File: src/rtl/path_traceback.sv
// Reverse walk of a completed DP direction memory from (ROWS-1,COLS-1) to Start,
// writing each visited cell's linear index to a trace SRAM. Optional macro: PATH_CHECK_EN.
module path_traceback #(
  parameter int                 ROWS       = 4,
  parameter int                 COLS       = 4,
  parameter int                 D_WIDTH    = 8,
  parameter int                 A_WIDTH    = 13,
  parameter logic [D_WIDTH-1:0] START_CODE = 8'h08,
  parameter logic [D_WIDTH-1:0] RIGHT_CODE = 8'h09,
  parameter logic [D_WIDTH-1:0] DOWN_CODE  = 8'h0A
) (
  input  logic               Clk,
  input  logic               Rst,
  input  logic               Go,
  input  logic [A_WIDTH-1:0] Base,
  input  logic [D_WIDTH-1:0] P_In,
  output logic [A_WIDTH-1:0] P_Addr,
  output logic               P_En,
  output logic               P_Rw,
  output logic [D_WIDTH-1:0] T_Out,
  output logic [A_WIDTH-1:0] T_Addr,
  output logic               T_En,
  output logic               T_Rw,
  output logic [A_WIDTH-1:0] Len,
  output logic               Done,
  output logic               Err
);

  localparam int RW = (ROWS > 1) ? $clog2(ROWS) : 1;
  localparam int CW = (COLS > 1) ? $clog2(COLS) : 1;

  typedef enum logic [2:0] {S_IDLE, S_RD, S_W1, S_W2, S_DEC, S_FIN} state_t;

  state_t             state_q, state_d;
  logic [RW-1:0]      r_q, r_d;
  logic [CW-1:0]      c_q, c_d;
  logic [A_WIDTH-1:0] k_q, k_d;
  logic [A_WIDTH-1:0] base_q, base_d;
  logic [D_WIDTH-1:0] code_q, code_d;
  logic [A_WIDTH-1:0] p_addr_q, p_addr_d;
  logic               p_en_q, p_en_d;
  logic [D_WIDTH-1:0] t_out_q, t_out_d;
  logic [A_WIDTH-1:0] t_addr_q, t_addr_d;
  logic               t_en_q, t_en_d;
  logic [A_WIDTH-1:0] len_q, len_d;
  logic               done_q, done_d;
  logic               err_q, err_d;
  logic               go_accept;
  logic               illegal;

  function automatic logic [A_WIDTH-1:0] lin_idx(input logic [RW-1:0] r, input logic [CW-1:0] c);
    return A_WIDTH'(r) * A_WIDTH'(COLS) + A_WIDTH'(c);
  endfunction

  assign go_accept = (state_q == S_IDLE) && Go;

`ifdef PATH_CHECK_EN
  always_comb begin
    illegal = 1'b1;
    if (code_q == DOWN_CODE)       illegal = (r_q == '0);
    else if (code_q == RIGHT_CODE) illegal = (c_q == '0);
    else if (code_q == START_CODE) illegal = (r_q != '0) || (c_q != '0);
  end
`else
  assign illegal = 1'b0;
`endif

  always_ff @(posedge Clk) begin
    if (Rst) begin
      state_q  <= S_IDLE;
      r_q      <= '0;
      c_q      <= '0;
      k_q      <= '0;
      base_q   <= '0;
      code_q   <= '0;
      p_addr_q <= '0;
      p_en_q   <= 1'b0;
      t_out_q  <= '0;
      t_addr_q <= '0;
      t_en_q   <= 1'b0;
      len_q    <= '0;
      done_q   <= 1'b0;
      err_q    <= 1'b0;
    end else begin
      state_q  <= state_d;
      r_q      <= r_d;
      c_q      <= c_d;
      k_q      <= k_d;
      base_q   <= base_d;
      code_q   <= code_d;
      p_addr_q <= p_addr_d;
      p_en_q   <= p_en_d;
      t_out_q  <= t_out_d;
      t_addr_q <= t_addr_d;
      t_en_q   <= t_en_d;
      len_q    <= len_d;
      done_q   <= done_d;
      err_q    <= err_d;
    end
  end

  always_comb begin
    state_d = state_q;
    r_d     = r_q;
    c_d     = c_q;
    k_d     = k_q;
    base_d  = base_q;
    code_d  = code_q;
    case (state_q)
      S_IDLE: begin
        if (Go) begin
          base_d  = Base;
          r_d     = RW'(ROWS - 1);
          c_d     = CW'(COLS - 1);
          k_d     = '0;
          state_d = S_RD;
        end
      end
      S_RD: state_d = S_W1;
      S_W1: state_d = S_W2;
      S_W2: begin
        code_d  = P_In;
        state_d = S_DEC;
      end
      S_DEC: begin
        k_d = k_q + A_WIDTH'(1);
        if (illegal) begin
          state_d = S_FIN;
        end else if (code_q == DOWN_CODE) begin
          r_d     = r_q - RW'(1);
          state_d = S_RD;
        end else if (code_q == RIGHT_CODE) begin
          c_d     = c_q - CW'(1);
          state_d = S_RD;
        end else begin
          state_d = S_FIN;
        end
      end
      S_FIN:   state_d = S_IDLE;
      default: state_d = S_IDLE;
    endcase
  end

  // Outputs are registered, so they are decoded from the state being entered.
  always_comb begin
    p_en_d   = (state_d == S_RD);
    p_addr_d = p_en_d ? base_d + lin_idx(r_d, c_d) : '0;
    t_en_d   = (state_d == S_DEC);
    t_addr_d = t_en_d ? k_d : '0;
    t_out_d  = t_en_d ? D_WIDTH'(lin_idx(r_d, c_d)) : '0;
    done_d   = (state_d == S_FIN);
    len_d    = go_accept ? '0 : (done_d ? k_d : len_q);
`ifdef PATH_CHECK_EN
    err_d    = go_accept ? 1'b0 : (((state_q == S_DEC) && illegal) ? 1'b1 : err_q);
`else
    err_d    = 1'b0;
`endif
  end

  assign P_Addr = p_addr_q;
  assign P_En   = p_en_q;
  assign P_Rw   = 1'b0;
  assign T_Out  = t_out_q;
  assign T_Addr = t_addr_q;
  assign T_En   = t_en_q;
  assign T_Rw   = t_en_q;
  assign Len    = len_q;
  assign Done   = done_q;
  assign Err    = err_q;

endmodule

File: config.mk
export PLATFORM = sky130hd
export DESIGN_NAME = path_traceback
export DESIGN_NICKNAME = d
export VERILOG_FILES = /design/src/rtl/path_traceback.sv
export SDC_FILE = /design/constraint.sdc
export NUM_CORES = 1
export LEC_CHECK = 0
export BUFFER_PORTS_ARGS = -buffer_cell sky130_fd_sc_hd__buf_2
export CORE_MARGIN = 2
export CORE_UTILIZATION = 25
export DETAILED_ROUTE_END_ITERATION = 8
export PLACE_DENSITY_LB_ADDON = 0.12
export SLEW_MARGIN = 15
export SYNTH_ARGS = -nofsm -noshare
export SYNTH_HDL_FRONTEND = slang
export SYNTH_SLANG_ARGS = --single-unit
File: constraint.sdc
create_clock -name Clk -period 4.2 [get_ports Clk]
set_input_delay 0.84 -clock Clk [delete_from_list [all_inputs] [get_ports Clk]]
set_output_delay 0.84 -clock Clk [all_outputs]
set_load 0.05 [all_outputs]
-- Word level (Yosys, flattened, before mapping)
Index checks and enable logic that the tools add are counted.
- bits in registers: 91
- RAM bits: 0
- bits in latches: 0
- input port bits: 24
- output and inout bits: 53
- memories: 0
- memory bits (read-only): 0
- $lt $le $gt $ge: 0
- $mul: 0
- div/mod/pow operators: 0
- reduce and logical (&&, ||, !) cells: 5
- bitwise gates (word level): 2
- equal/unequal tests: 9
- multiplexer cells: 15
- add/subtract/negate cells: 5
- shift-type cells: 0
- operators by type and width (cell ; count):
    $mux W13 ; 3
    $pmux W13 S2 ; 1
    $eq A8 B4 Y1 const B ; 2
    $pmux W3 S5 ; 1
    $add A13 B1 Y13 const B ; 1
    $add A13 B13 Y13 ; 1
    $mux W2 ; 5
    $eq A3 B3 Y1 const B ; 3
    $mux W3 ; 3
    $pmux W2 S2 ; 2
    $eq A3 B1 Y1 const B ; 2
    $eq A3 B2 Y1 const B ; 2
    $reduce_or A2 Y1 ; 3
    $add A4 B2 Y5 ; 1
    $sub A2 B1 Y2 const B ; 2
    $logic_not A3 Y1 ; 1
    $not A1 Y1 ; 2
    $logic_and A1 B1 Y1 ; 1

-- Logic depth before layout (Yosys ltp)
- depth in word-level cells: 7
- gate-level depth with buffers: 14
- mapped depth without buffers: 13

-- Worst setup path after synthesis
OpenSTA, ideal clock, no wires.
- path type: input-to-reg
- start point: input port Go
- end point: register p_addr_q[5], in the netlist P_Addr[5]
- arrival time: 2908 ps
- required time: 4086 ps
- setup slack: 1178 ps
- path buffers: 2
- setup time: 114 ps
- cell stages on the path: 11
- cells stage by stage: nor4b_1 -> buf_2 -> buf_4 -> mux2i_1 -> inv_1 -> ha_1 -> a211oi_1 -> o21ba_2 -> nor2_1 -> xor2_1 -> nor2_1
- RTL lines (item ; line ; source):
    from (decl) ; 14 ; input logic Go,
    $mux W13 ; 111 ; if (Go) begin
    $mux W13 ; 109 ; case (state_q)
    net base_d[1] ; 38 ; logic [A_WIDTH-1:0] base_q, base_d;
    $add A13 B13 Y13 ; 147 ; p_addr_d = p_en_d ? base_d + lin_idx(r_d, c_d) : '0;
    to (signal assigned) ; 91 ; p_addr_q <= p_addr_d;
    to (decl) ; 40 ; logic [A_WIDTH-1:0] p_addr_q, p_addr_d;
The timed path passes the listed nets, and every way through them passes these cells.
A chain may end at the register's enable or synchronous reset.

-- Worst setup path after layout
- start point: register state_q[2]
- end point: register p_addr_q[6], in the netlist P_Addr[6]
- RTL lines (item ; line ; source):
    from (decl) ; 34 ; state_t state_q, state_d;
    from (signal assigned) ; 85 ; state_q <= state_d;
    $eq A3 B3 Y1 or $logic_not A3 Y1 (tied branches) ; 109 ;
    $pmux W2 S2 (*) ; 109 ;
    net c_d[0] ; 36 ; logic [CW-1:0] c_q, c_d;
    $add A4 B2 Y5 (*) ; 52 ; return A_WIDTH'(r) * A_WIDTH'(COLS) + A_WIDTH'(c);
    $add A13 B13 Y13 (*) ; 147 ;
The timed path passes the listed nets; every way through them passes the cells marked *.

==> flow_summary.toml <==
[pwr]
p_per_area_mw_per_mm2 = 450
ir_drop_uv = 193
p_total_uw = 1980
leakage_uw = 0.00183

[floorplanning]
die_y_um = 125
start_util_pct = 25.4
dieArea_mm2 = 0.0157
core_mm2 = 0.0145
die_w_um = 125
rows = 44
io_pins = 77

[global_route]
grt_pass1_wl_um = 14800
first_global_vias = 2883
grt_max_degree = 24
track_usage_pct = 11.9
antenna_found_initial = 0
overflow = 0

[drt]
final_antenna_net_count = 0
drt-pass1-iter-count = 4
vias = 2898
wl_um = 9040
vias_per_cell = 4.38
first_iter_violations = 75
drc_errors = 0
wl_per_cell_um = 13.7

[cts]
clk_latency_ps = 350
cts_root_buf = "clkbuf_16"
cts_hold_buf = 0
cts_buffers = 9
numClockSinks = 87
cts_tree = "yes"
ctsResizeCount = 0
clockBufferDepth = 2
h-tree-depth = 3
clkTransAtPathRegs_ps = 60
post_cts_buffers = 0

[layout]
insertedDiodeCount = 0
nets = 504
n_fill_cell = 1556
layout_commonest_cell = "dfxtp_1"
area_growth_pct = 19.8
drive_gt1_share_pct = 21.1
layout_common_cells = "87 x dfxtp_1, 77 x nor2_1, 70 x buf_2"

[worst_setup_path]
worstPathArrival_ps = 3300
crit_fanout = 12
cp_cell_sequence = "nor3b_2, nand4_1, xnor2_1, nor2_1, inv_1, ha_1, inv_1, fa_1, nor2b_1, o21a_1, a2bb2oi_1, xor2_1, nor2_1"
critPathLaunchType = "register"
crit_buf_inv = 2
cp_top_family = "simple AND/OR/NAND/NOR gates"
slowest_delay_ps = 520
cp_slowest_cell = "dfxtp_1"
cp-end-kind = "register"
worstPathRequired_ps = 4410
setup.worst_path.class = "reg -> reg"

[run_status]
outcome = "finished, final reports clean"

[timing]
timing.final.crit_share_pct = 73.7
hold_viol_final = 0
slew_viol_final = 0
fin_hold_ws_ps = 460
setup_viol = 0
fmax_mhz = 323
skew_ps = 12.6
period_needed_ps = 3090
slew-limit-headroom_pct = 47.4
tns_ps = 0
rsz0062_at_grt = "false"
worst_pin_slew_ps = 788

[synthesis]
async_flop_share_pct = 0
synth_largest_area_cell = "dfxtp_1"
syn_avg_cell_area_um2 = 8.78
ys_seq_area_share_pct = 47.3
syn_area_mm2 = 0.00368
ys_ff_latch = 87
synth_top_area_share_pct = 47.3
synth_edf_count = 0
synth_cell_types = 54
syn_inst = 419
synth_ff_type = "dfxtp_1"
netlist_top_cells_area = "dfxtp_1 47%, nor2_1 7.9%, nand2_1 3.4%"
synth_warnings = 0

[placed_design]
gp_congestion = 0.754
io_buffers = 70
dpl.hpwl_um = 6450

[min_path]
hold_path.class = "reg -> reg"

[run]
drv_cap = 0
==> final timing paths <==
check	endpoint	cells after the start	slack [ps]	startpoint
max	P_Addr[6]	13	1110	state_q[2]
min	code_q[2]	2	460	code_q[2]
max reg2reg	P_Addr[6]	13	1110	state_q[2]
min reg2reg	code_q[2]	2	460	code_q[2]
==> state kept, by name, indices dropped and copies added (netlist names) <==
name,flops
Done,1
Len,13
P_Addr,13
P_En,1
T_Addr,13
T_En,1
T_Out,4
base_q,13
c_q,2
code_q,8
k_q,13
r_q,2
state_q,3
==> cell usage after synthesis, drive strengths merged, types with 8 or more instances <==
master and n:
nand2 33, nor2 78, dfxtp 87, a21oi 25, inv 10, nand3 15, o21ai 15, clkbuf 14
xnor2 12, buf 21, mux2i 12, xor2 8, nor3 13, a211oi 11, nand4 9
==> stage by stage <==
step	worst slack [ps]	utilization (%)	instances	instance area (um2)
2_1_floorplan	1180	-	424	3700
5_1_grt	746	30.5	662	4410
4_1_cts	1070	30.5	662	4410
3_3_place_gp	916	28.4	647	4110
3_5_place_dp	854	28.4	647	4110
6_report	1110	30.5	662	4410
==> per-layer routing <==
metal / track usage [%] / vias to the layer above / share of wire, %
met2: 19.1 / 64 / 45
li1: - / 1518 / -
met5: 0 / - / 0
met1: 15.0 / 1304 / 48
met4: 4.05 / 0 / 1.5
met3: 4.07 / 12 / 5.1
==> worst min-delay path: cells and delay by family (launching register included) <==
| family | cells | cell delay [ps] |
|---|---|---|
| flip-flops | 1 | 310 |
| AND/OR/NAND/NOR | 1 | 50 |
| AO/OA/AOI/OAI | 1 | 50 |
==> where the power goes <==
| group | leakage, uW | internal, uW | switching [uW] |
|---|---|---|---|
| Combinational | 0.000972 | 98.0 | 203 |
| Sequential | 0.000706 | 859 | 20.7 |
| Clock | 0.000151 | 487 | 316 |
==> cell families after synthesis <==
logic type,Yosys count,synth area share [%]
AO/OA/AOI/OAI,74,13.0
XOR/XNOR,20,4.76
adder cells (fa/ha/maj),6,2.24
buffers and inverters,45,6.56
flip-flops,87,47.3
multiplexers,12,3.60
other,1,0.102
AND/OR/NAND/NOR,174,22.4
==> layout make-up <==
class,count,area (um2),share of cell area (%)
flip-flops and latches,87,1740,39.5
inverters,10,37.5,0.851
repair buffers,74,380,8.63
multi-input cells,292,1720,39.0
well taps,184,230,5.22
clock buffers,11,253,5.73
clock inverters,4,45.0,1.02
Power figures use the tool's default switching activity.
